## src/rtl/router_pkg.sv

```systemverilog
// Shared constants for the router packet FIFO: header length-field layout and tracker width.
package router_pkg;

  localparam int unsigned DATA_W_DEF   = 8;
  localparam int unsigned LEN_MSB      = 7;
  localparam int unsigned LEN_LSB      = 2;
  localparam int unsigned LEN_W        = 6;
  localparam int unsigned PARITY_BEATS = 1;

  typedef logic [LEN_W-1:0] len_t;

  // Words still to come after a header: payload length plus the trailing parity beat.
  function automatic len_t hdr_rem(input logic [7:0] hdr);
    return hdr[LEN_MSB:LEN_LSB] + len_t'(PARITY_BEATS);
  endfunction

endpackage

```

## src/rtl/router_fifo_mem.sv

```systemverilog
// Dual-pointer storage for the packet FIFO: write port, registered read port and a
// combinational view of the word at the read pointer.
module router_fifo_mem #(
  parameter int unsigned DATA_W = 8,
  parameter int unsigned DEPTH  = 16
) (
  input  logic              clock,
  input  logic              reset,
  input  logic              flush,
  input  logic              we,
  input  logic              re,
  input  logic [DATA_W:0]   wdata,
  output logic [DATA_W:0]   head,
  output logic [DATA_W-1:0] rd_data
);

  localparam int unsigned AW = $clog2(DEPTH);

  logic [DATA_W:0] mem [DEPTH];
  logic [AW-1:0]   wr_ptr;
  logic [AW-1:0]   rd_ptr;

  // Contents are deliberately left uninitialised on reset.
  always_ff @(posedge clock) begin
    if (we) mem[wr_ptr] <= wdata;
  end

  always_ff @(posedge clock or posedge reset) begin
    if (reset) begin
      wr_ptr  <= '0;
      rd_ptr  <= '0;
      rd_data <= '0;
    end else if (flush) begin
      wr_ptr  <= '0;
      rd_ptr  <= '0;
      rd_data <= '0;
    end else begin
      if (we) wr_ptr <= wr_ptr + 1'b1;
      if (re) begin
        rd_data <= mem[rd_ptr][DATA_W-1:0];
        rd_ptr  <= rd_ptr + 1'b1;
      end else begin
        rd_data <= '0;
      end
    end
  end

  assign head = mem[rd_ptr];

endmodule

```

## src/rtl/router_pkt_fifo.sv

```systemverilog
// Router packet FIFO with header-driven length tracking and end-of-packet pulse.
// Define ROUTER_PKT_FIFO_ERR_EN to build the sticky protocol-error flag.
module router_pkt_fifo
  import router_pkg::*;
#(
  parameter int unsigned DATA_W   = DATA_W_DEF,
  parameter int unsigned DEPTH    = 16,
  parameter int unsigned AF_LEVEL = DEPTH - 2
) (
  input  logic                   clock,
  input  logic                   reset,
  input  logic                   soft_reset,
  input  logic                   write_enb,
  input  logic                   read_enb,
  input  logic                   lfd_state,
  input  logic [DATA_W-1:0]      data_in,
  output logic [DATA_W-1:0]      data_out,
  output logic                   data_valid,
  output logic                   full,
  output logic                   empty,
  output logic                   almost_full,
  output logic [$clog2(DEPTH):0] count,
  output logic                   pkt_end,
  output logic                   err
);

  localparam int unsigned CW = $clog2(DEPTH) + 1;
  localparam logic [CW-1:0] FullLvl = CW'(DEPTH);
  localparam logic [CW-1:0] AfLvl   = CW'(AF_LEVEL);

  logic              we;
  logic              re;
  logic [DATA_W:0]   head;
  logic              head_tag;
  logic [DATA_W-1:0] rd_data;
  len_t              rem;

  assign full        = (count == FullLvl);
  assign empty       = (count == '0);
  assign almost_full = (count >= AfLvl);

  // Flush wins over any same-cycle transfer.
  assign we       = write_enb && !full && !soft_reset;
  assign re       = read_enb && !empty && !soft_reset;
  assign head_tag = head[DATA_W];
  assign data_out = rd_data;

  router_fifo_mem #(
    .DATA_W (DATA_W),
    .DEPTH  (DEPTH)
  ) u_mem (
    .clock   (clock),
    .reset   (reset),
    .flush   (soft_reset),
    .we      (we),
    .re      (re),
    .wdata   ({lfd_state, data_in}),
    .head    (head),
    .rd_data (rd_data)
  );

  always_ff @(posedge clock or posedge reset) begin
    if (reset) begin
      count      <= '0;
      rem        <= '0;
      data_valid <= 1'b0;
      pkt_end    <= 1'b0;
    end else if (soft_reset) begin
      count      <= '0;
      rem        <= '0;
      data_valid <= 1'b0;
      pkt_end    <= 1'b0;
    end else begin
      data_valid <= re;
      pkt_end    <= re && !head_tag && (rem == len_t'(1));
      if (re) begin
        if (head_tag)        rem <= hdr_rem(head[7:0]);
        else if (rem != '0)  rem <= rem - 1'b1;
      end
      case ({we, re})
        2'b10:   count <= count + 1'b1;
        2'b01:   count <= count - 1'b1;
        default: count <= count;
      endcase
    end
  end

`ifdef ROUTER_PKT_FIFO_ERR_EN
  logic err_set;

  // Dropped write, ignored read, header inside a packet, or payload outside one.
  assign err_set = (write_enb && full) || (read_enb && empty) ||
                   (re && head_tag && (rem != '0)) || (re && !head_tag && (rem == '0));

  always_ff @(posedge clock or posedge reset) begin
    if (reset)           err <= 1'b0;
    else if (soft_reset) err <= 1'b0;
    else if (err_set)    err <= 1'b1;
  end
`else
  assign err = 1'b0;
`endif

endmodule

```

## config.mk

```make
export PLATFORM = sky130hd
export DESIGN_NAME = router_pkt_fifo
export DESIGN_NICKNAME = d
export VERILOG_FILES = /design/src/rtl/router_pkg.sv /design/src/rtl/router_fifo_mem.sv /design/src/rtl/router_pkt_fifo.sv
export SDC_FILE = /design/constraint.sdc
export NUM_CORES = 1
export LEC_CHECK = 0
export ABC_AREA = 1
export CELL_PAD_IN_SITES_DETAIL_PLACEMENT = 0
export CELL_PAD_IN_SITES_GLOBAL_PLACEMENT = 1
export CORE_ASPECT_RATIO = 1.4
export CORE_UTILIZATION = 30
export DETAILED_ROUTE_END_ITERATION = 6
export PLACE_DENSITY = 0.52
export SYNTH_ARGS = -nofsm -noshare
export SYNTH_HDL_FRONTEND = slang
export SYNTH_SLANG_ARGS = --single-unit
```

## constraint.sdc

```tcl
create_clock -name clock -period 3.45 [get_ports clock]
set_clock_uncertainty 0.2 [all_clocks]
set_input_delay 0.345 -clock clock [delete_from_list [all_inputs] [get_ports clock]]
set_output_delay 0.345 -clock clock [all_outputs]
set_load 0.1 [all_outputs]
```

==> results.ini, run 1 <==
[timing]
setup_ws_ns=0.687
drv_slew=0
max_freq_mhz=362
max_slew_margin_pct=34.3
finalHoldViolCount=0
post-route-min-period_ns=2.76
final.setup.tns_ns=0
hold_ws_ns=0.0665
setup_viol=0
rsz0062_at_grt=no
finalCritPeriodShare_pct=80.1
worst_pin_slew_ns=0.983

[layout]
drive_gt1_share_pct=13.1
antenna-diode-count=0
utilization_pct=35.3
finalNetCount=775
final_cells=1081
areaGrowthSynthToFinish_pct=16.0

[worst_setup_path]
reg2reg_to=count[4]
cp_num_cells=11
cp_num_buf_inv=2
r2r_cells=11
cpPeakStageDelay_ns=0.43
crit_chain=nor4_2, nand2_1, nand2_2, inv_2, nor2_4, inv_2, fa_1, o21ai_0, xor2_1, xnor2_1, o22ai_1
critPathKind=flop to flop
cp_data_arrival_time_ns=2.89
cp-startpoint=count[1]
critPathSlowestCell=dfrtp_1
cp-end-kind=flop
path_max_fanout=7
crit_end=count[4]
r2r_start=count[1]
worstPathRequired_ns=3.57
crit_path_start_kind=flop
reg2reg_slack_ns=0.69
cp_common_cell=inv_2
cp_top_family=simple AND/OR/NAND/NOR gates

[yosys]
yosysWarningCount=0
ys_seq_area_share_pct=65.3
synthCells=704
netlist_area_um2=7730
synth_cell_types=40
synth_seq_cells=173
syn_nets=730
syn_area_per_cell_um2=11.0
yosysTopAreaCellShare_pct=55.9
synth_largest_area_cell=edfxtp_1
synth-main-ff-cell=edfxtp_1
async_reset_ff_share_pct=16.8
synth_edf_count=144
synthTopCellsByArea=edfxtp_1, dfrtp_1, nand2_1

[min_path]
hp-class=input pin to async pin

[grt]
grt_start_max_net_pins=71
grt.met3_usage_pct=2.98
use_met2_pct=27.0
grt.overflow.total=0
antenna_found_initial=0
grt_pass1_vias=4977
met1_usage_pct=18.9
grt-busiest-layer=met2
grtUsageTotal_pct=15.9
grt_pass1_wl_um=29700

[cts]
cts_num_sinks=173
clkLatencyLatePin_ns=0.44
cts_buffers=17
cts_resized=0
postCtsSetupRepairBufs=0
cts_tree=built
ctsHoldBuffers=0
clk_pin_slew_ns=0.07
cts-root-buf=clkbuf_16
clock_path_buffers=2
cts_max_level=4

[die]
chipWidth_um=138
ios=33
rows=69
start_util_pct=30.5
die_area_um2=26400
die_h_um=192
fp.coreArea_um2=25400

[power]
leakagePower_nw=3.53
peakVddDrop_v=0.000385
p_per_area_nw_per_um2=764

[place]
pre_cts_ws_ns=0.717
dp_hpwl_um=12300
port_buffers=31
gp_congestion=0.785
placedCellCount=1049

[routing]
drc=0
drt-initial-drc-count=299
first_pass_iters=4
vias=5013
wl_per_cell_um=17.9
ant_nets=0
finalWirelength_um=19400
via_per_inst=4.64

[flow_run]
cap_violations=0

[outcome]
status=completed

routing by layer:
layer / routed length (um) / vias to the layer above
met1: 8040 / 2412
li1: - / 2477
met5: 0 / -
met2: 10000 / 92
met3: 695 / 32
met4: 601 / 0
layout by cell type, fill, tap and decap left out, types with 4 or more instances in the layout:
| cell | synthesis | final |
|---|---|---|
| o211ai_1 | 5 | 5 |
| nand2_2 | 15 | 15 |
| buf_4 | 7 | 31 |
| o21ai_0 | 22 | 22 |
| nor3_1 | 5 | 5 |
| nand2_1 | 179 | 179 |
| dfrtp_1 | 29 | 28 |
| nand3_1 | 82 | 82 |
| xor2_1 | 4 | 4 |
| inv_2 | 7 | 7 |
| o21ai_1 | 9 | 9 |
| inv_8 | 1 | 4 |
| clkbuf_16 | 0 | 17 |
| ha_1 | 11 | 11 |
| edfxtp_1 | 144 | 144 |
| inv_1 | 55 | 55 |
| nor2_1 | 50 | 50 |
| a21oi_1 | 22 | 22 |
| clkdlybuf4s50_1 | 0 | 28 |
through the flow:
| step | power [mW] | cell area [um2] |
|---|---|---|
| 2_1_floorplan | 4.50 | 7730 |
| 3_3_place_gp | 4.93 | 8360 |
| 3_5_place_dp | 4.95 | 8360 |
| 4_1_cts | 6.94 | 8970 |
| 5_1_grt | 7.24 | 8970 |
| 6_report | 6.85 | 8970 |
logic make-up (layout without fill, tap and decap cells):
| kind of cell | Yosys count | count (layout) | synth area share, % |
|---|---|---|---|
| other cells | 1 | 1 | 0.0485 |
| xor+xnor | 7 | 7 | 0.793 |
| fa+ha+maj | 12 | 12 | 2.04 |
| compound gates | 74 | 74 | 5.87 |
| simple gates | 340 | 340 | 19.0 |
| flops | 173 | 173 | 65.3 |
| buf+inv | 97 | 155 | 6.94 |
cell type report:
| class | count | area, um2 |
|---|---|---|
| fill | 2556 | 16400 |
| sequential | 173 | 5050 |
| multi-input combinational | 434 | 2150 |
| timing repair buffer | 59 | 513 |
| clock buffer | 17 | 425 |
| tap | 319 | 399 |
| inverter | 64 | 248 |
| clock inverter | 15 | 186 |
state kept, by name, summed over array words and instances (netlist names):
signal,flops
u_mem.mem,144
u_mem.rd_data,8
rem,6
count,5
u_mem.rd_ptr,4
u_mem.wr_ptr,4
data_valid,1
pkt_end,1
cell usage after synthesis, types with 3 or more instances:
cell,count
buf_4,7
edfxtp_1,144
xnor2_1,3
inv_1,55
nor2_1,50
inv_2,7
nor2_2,3
buf_6,14
buf_2,9
a21oi_1,22
o21ai_0,22
o211ai_1,5
nand2_1,179
xor2_1,4
o21ai_1,9
nor3_1,5
nand2_2,15
dfrtp_1,29
ha_1,11
nand3_1,82
where the power goes:
| group | switching [mW] | internal [mW] |
|---|---|---|
| Sequential | 0.0816 | 2.37 |
| Combinational | 1.76 | 0.655 |
| Clock | 0.888 | 1.09 |
| Total | 2.73 | 4.12 |
how the worst min path moves through the flow:
stage,startpoint,endpoint,slack [ns]
CTS,reset,u_mem.rd_data[0],0.08
detailed placement,rem[5],rem[5],0.28
global placement,rem[4],rem[4],0.27
floorplan,reset,count[0],0.22
global route,reset,u_mem.rd_data[1],0.12
finish,reset,u_mem.rd_data[0],0.07
Power figures use the tool's default switching activity.
==> run 2, diff against run 1 <==
- clock period: 3.45 -> 2.9 ns (I/O delays scaled with it)
==> run 2 against run 1 <==
Against the previous run:
- non-clock buffer count is 1 higher
- clock power is 7% higher
- sequential power is 20% higher
- combinational power is 19% higher
- final cell count hardly changed
- final area is 1.0% lower
- wire length is 1.1% higher
==> results.ini, run 2 (same netlist as run 1, synthesis figures left out) <==
[power]
power_frac_comb_pct=36.2
swShare_pct=39.5
peakVddDrop_v=0.000490
p_clk_share_pct=26.8
fin_total_pwr_mw=7.91
p_per_area_nw_per_um2=891
leakagePower_nw=3.52
p_int_mw=4.79
pwr-share-seq_pct=37.0
p_sw_mw=3.12

[grt]
grt.overflow.total=0
grt_pass1_wl_um=29500
antenna_found_initial=0
grt_pass1_vias=5014
grt_start_max_net_pins=58
grtUsageTotal_pct=15.8

[layout]
antenna-diode-count=0
largest_reg_flops=144
drive_gt1_share_pct=15.0
areaGrowthSynthToFinish_pct=14.8
reg_top3=u_mem.mem (144), u_mem.rd_data (8), rem (6)
final_cell_mix=nand2_1, edfxtp_1, nand3_1, inv_1, nor2_1
final_common_cell=nand2_1
finalNetCount=776
largest_register=u_mem.mem

[timing]
setup_ws_ns=0.196
worst_pin_slew_ns=0.675
finalHoldViolCount=0
max_freq_mhz=370
setup_viol=0
post-route-min-period_ns=2.70
max_slew_margin_pct=54.9
drv_slew=0
rsz0062_at_grt=no
finalCritPeriodShare_pct=93.2
final.setup.tns_ns=0

[place]
port_buffers=31
dp_hpwl_um=12500
pre_cts_ws_ns=0.120
gp_congestion=0.763

[worst_setup_path]
critPathKind=flop to flop
crit_path_start_kind=flop
cp-end-kind=flop
path_max_fanout=7
worstPathRequired_ns=3.00
cp_data_arrival_time_ns=2.80

[cts]
cts_tree=built
clock_path_buffers=2
cts_max_level=4
clkLatencyLatePin_ns=0.43
cts-root-buf=clkbuf_16
clk_pin_slew_ns=0.07
cts_buffers=17
cts_num_sinks=173
postCtsSetupRepairBufs=0
ctsHoldBuffers=0

[routing]
wl_met2_um=10600
drc=0
met1_length_um=7890
vias=5015
top_layer=met4
met3_length_um=646
via_per_inst=4.64
drt-initial-drc-count=284
finalWirelength_um=19600
first_pass_iters=4
wl_per_cell_um=18.1
ant_nets=0

[outcome]
status=completed

[die]
start_util_pct=30.5
die_area_um2=26400
rows=69
chipWidth_um=138
die_h_um=192
fp.coreArea_um2=25400
ios=33

[min_path]
hp-class=input pin to async pin

[flow_run]
cap_violations=0

## run 2: metal layers
| metal | vias to the layer above | global-route usage, % |
|---|---|---|
| li1 | 2472 | - |
| met3 | 24 | 2.64 |
| met4 | 0 | 6.64 |
| met5 | - | 0 |
| met1 | 2444 | 17.8 |
| met2 | 75 | 29.1 |
## run 2: power by group through the flow
| stage | combinational (mW) | clock [mW] | sequential (mW) |
|---|---|---|---|
| finish | 2.86 | 2.12 | 2.93 |
| global placement | 2.88 | 0 | 2.98 |
| floorplan | 1.97 | 0 | 3.39 |
| global route | 3.16 | 2.26 | 2.94 |
| CTS | 2.92 | 2.17 | 2.93 |
| detailed placement | 2.91 | 0 | 2.98 |
## run 2: area by class of cell
cell class,instances,area (um2)
fillers,2570,16500
clock inverters,8,86.3
multi-input cells,434,2150
flip-flops and latches,173,5060
repair buffers,60,495
well taps,319,399
clock buffers,22,444
inverters,64,248
## run 2: worst paths after layout
path                           from          endpoint  slack, ns  cells past startpoint
hold / removal                reset  u_mem.rd_data[1]       0.05                      3
setup / recovery           count[0]          count[4]       0.20                     11
hold reg to reg              rem[5]            rem[5]       0.28                      2
min in group clock           rem[5]            rem[5]       0.28                      2
setup reg to reg           count[0]          count[4]       0.20                     11
max in group asynchronous     reset          count[4]       2.12                      3
## run 2: what timing repair did
| item | in CTS | in global routing |
|---|---|---|
| setup endpoints to repair | 0 | 1 |
| endpoints found under the hold margin | 0 | 0 |
| resized for setup | 0 | 1 |
## run 2: worst max-delay path, stage by stage (launching register included)
cell and delay (ns):
dfrtp_2 0.43, nor4_2 0.31, nand2_1 0.12, nand2_2 0.11
inv_2 0.09, nor2_4 0.19, inv_2 0.10, fa_1 0.42
o21ai_1 0.20, xor2_1 0.20, xnor2_1 0.15, o22ai_1 0.08
## run 2: stage by stage
step | area [um2] | std cells | hold slack (ns) | util, %
floorplan | 7740 | 704 | 0.168 | -
global placement | 8350 | 1050 | 0.275 | 32.9
detailed placement | 8350 | 1050 | 0.281 | 32.9
CTS | 8880 | 1080 | 0.0567 | 35.0
global route | 8880 | 1080 | 0.0876 | 35.0
finish | 8880 | 1080 | 0.0545 | 35.0
==> run 3, diff against run 2 <==
- SETUP_SLACK_MARGIN: default -> 0.3
==> run 3 against run 2 <==
Against the previous run:
- combinational power is 2% higher
- power is 1.2% higher
- hold slack better by 0.066 ns
- register-to-register slack better by 0.11 ns
- sequential share of layout area is 0.57 points lower
- count of clock-buffer cells in the layout is 3 lower
- wire length is 2.9% higher
- critical endpoint unchanged
==> results.ini, run 3 (same netlist as run 1, synthesis figures left out) <==
[place]
placedCellCount=1056
port_buffers=31
gp_congestion=0.820
place_area_um2=8400
dp_hpwl_um=12800

[timing]
setup_viol=0
finalCritPeriodShare_pct=89.3
post-route-min-period_ns=2.59
drv_slew=0
max_freq_mhz=386
rsz0062_at_grt=yes
max_slew_margin_pct=44.5
final.setup.tns_ns=0
finalHoldViolCount=0
worst_pin_slew_ns=0.832

[power]
leakagePower_nw=3.57
peakVddDrop_v=0.000440
fin_total_pwr_mw=8.00
p_per_area_nw_per_um2=891

[grt]
grt_pass1_vias=5030
grt_start_max_net_pins=58
grt.overflow.total=0
grtUsageTotal_pct=16.4
grt_pass1_wl_um=30500
antenna_found_initial=0

[worst_setup_path]
r2r_cells=11
worstPathRequired_ns=3.00
reg2reg_to=count[4]
reg2reg_slack_ns=0.31
cp-end-kind=flop
r2r_start=count[3]
critPathKind=flop to flop
cp_data_arrival_time_ns=2.69
crit_path_start_kind=flop
path_max_fanout=5

[layout]
fin_area_um2=8980
largest_register=u_mem.mem
reg_top3=u_mem.mem (144), u_mem.rd_data (8), rem (6)
antenna-diode-count=0
finalNetCount=785
areaGrowthSynthToFinish_pct=16.1
final_cells=1091
final_common_cell=nand2_1
drive_gt1_share_pct=16.8
utilization_pct=35.4
largest_reg_flops=144
final_cell_mix=nand2_1, edfxtp_1, nand3_1, inv_1, buf_4

[routing]
drc=0
vias=5094
finalWirelength_um=20100
via_per_inst=4.67
drt-initial-drc-count=357
wl_per_cell_um=18.5
first_pass_iters=5
ant_nets=0

[cts]
cts_max_level=4
clk_pin_slew_ns=0.07
cts_num_sinks=173
clock_path_buffers=2
cts_tree=built
clkLatencyLatePin_ns=0.44
cts_buffers=17
cts-root-buf=clkbuf_16

[die]
chipWidth_um=138
ios=33
die_h_um=192
start_util_pct=30.5
fp.coreArea_um2=25400
rows=69
die_area_um2=26400

[min_path]
hp-class=input pin to async pin

[flow_run]
cap_violations=0

[outcome]
status=completed

run 3: through the flow:
step	hold slack, ns	setup slack, ns
6_report	0.121	0.311
5_1_grt	0.180	0.150
4_1_cts	0.144	0.315
3_5_place_dp	0.265	0.283
3_3_place_gp	0.269	0.300
2_1_floorplan	0.168	0.284
run 3: area by class of cell:
| class | count | area [um2] |
|---|---|---|
| sequential | 173 | 5060 |
| clock inverter | 13 | 108 |
| fill | 2541 | 16400 |
| timing repair buffer | 69 | 558 |
| inverter | 64 | 253 |
| clock buffer | 19 | 433 |
| tap | 319 | 399 |
| multi-input combinational | 434 | 2160 |
run 3: worst max-delay path by stage:
stage	cells past startpoint	endpoint	from
6_report	11	count[4]	count[3]
4_1_cts	11	count[4]	count[0]
5_1_grt	11	count[4]	count[3]
3_5_place_dp	11	count[4]	count[3]
3_3_place_gp	11	count[4]	count[3]
2_1_floorplan	11	count[4]	count[3]
run 3: metal layers:
| metal | up-vias | GRT usage [%] | wire [um] |
|---|---|---|---|
| met5 | - | 0 | 0 |
| met4 | 0 | 7.10 | 533 |
| met3 | 27 | 3.01 | 676 |
| met2 | 90 | 28.0 | 10500 |
| met1 | 2484 | 20.0 | 8420 |
| li1 | 2493 | - | - |
run 3: worst max-delay path: stages, from the launching register on:
cell and delay, ns:
dfrtp_4 0.51, nor4_4 0.31, nand2_2 0.12, nand3_2 0.12, nor2_4 0.06, buf_4 0.13, ha_1 0.34, nand2_1 0.09
o21ai_2 0.15, xor2_1 0.19, xnor2_1 0.14, o22ai_1 0.09
run 3: repair_timing:
| item | in CTS | in global routing |
|---|---|---|
| pin swaps | 5 | 4 |
| setup buffers | 3 | 0 |
| hold buffers | 0 | 0 |
| endpoints found under the setup margin | 1 | 7 |
| gates resized for setup | 1 | 3 |
run 3: power breakdown:
group          leakage, nW  switching, mW  internal, mW
logic                 1.63           2.11         0.802
clock network        0.265           1.02          1.12
registers             1.68          0.115          2.83
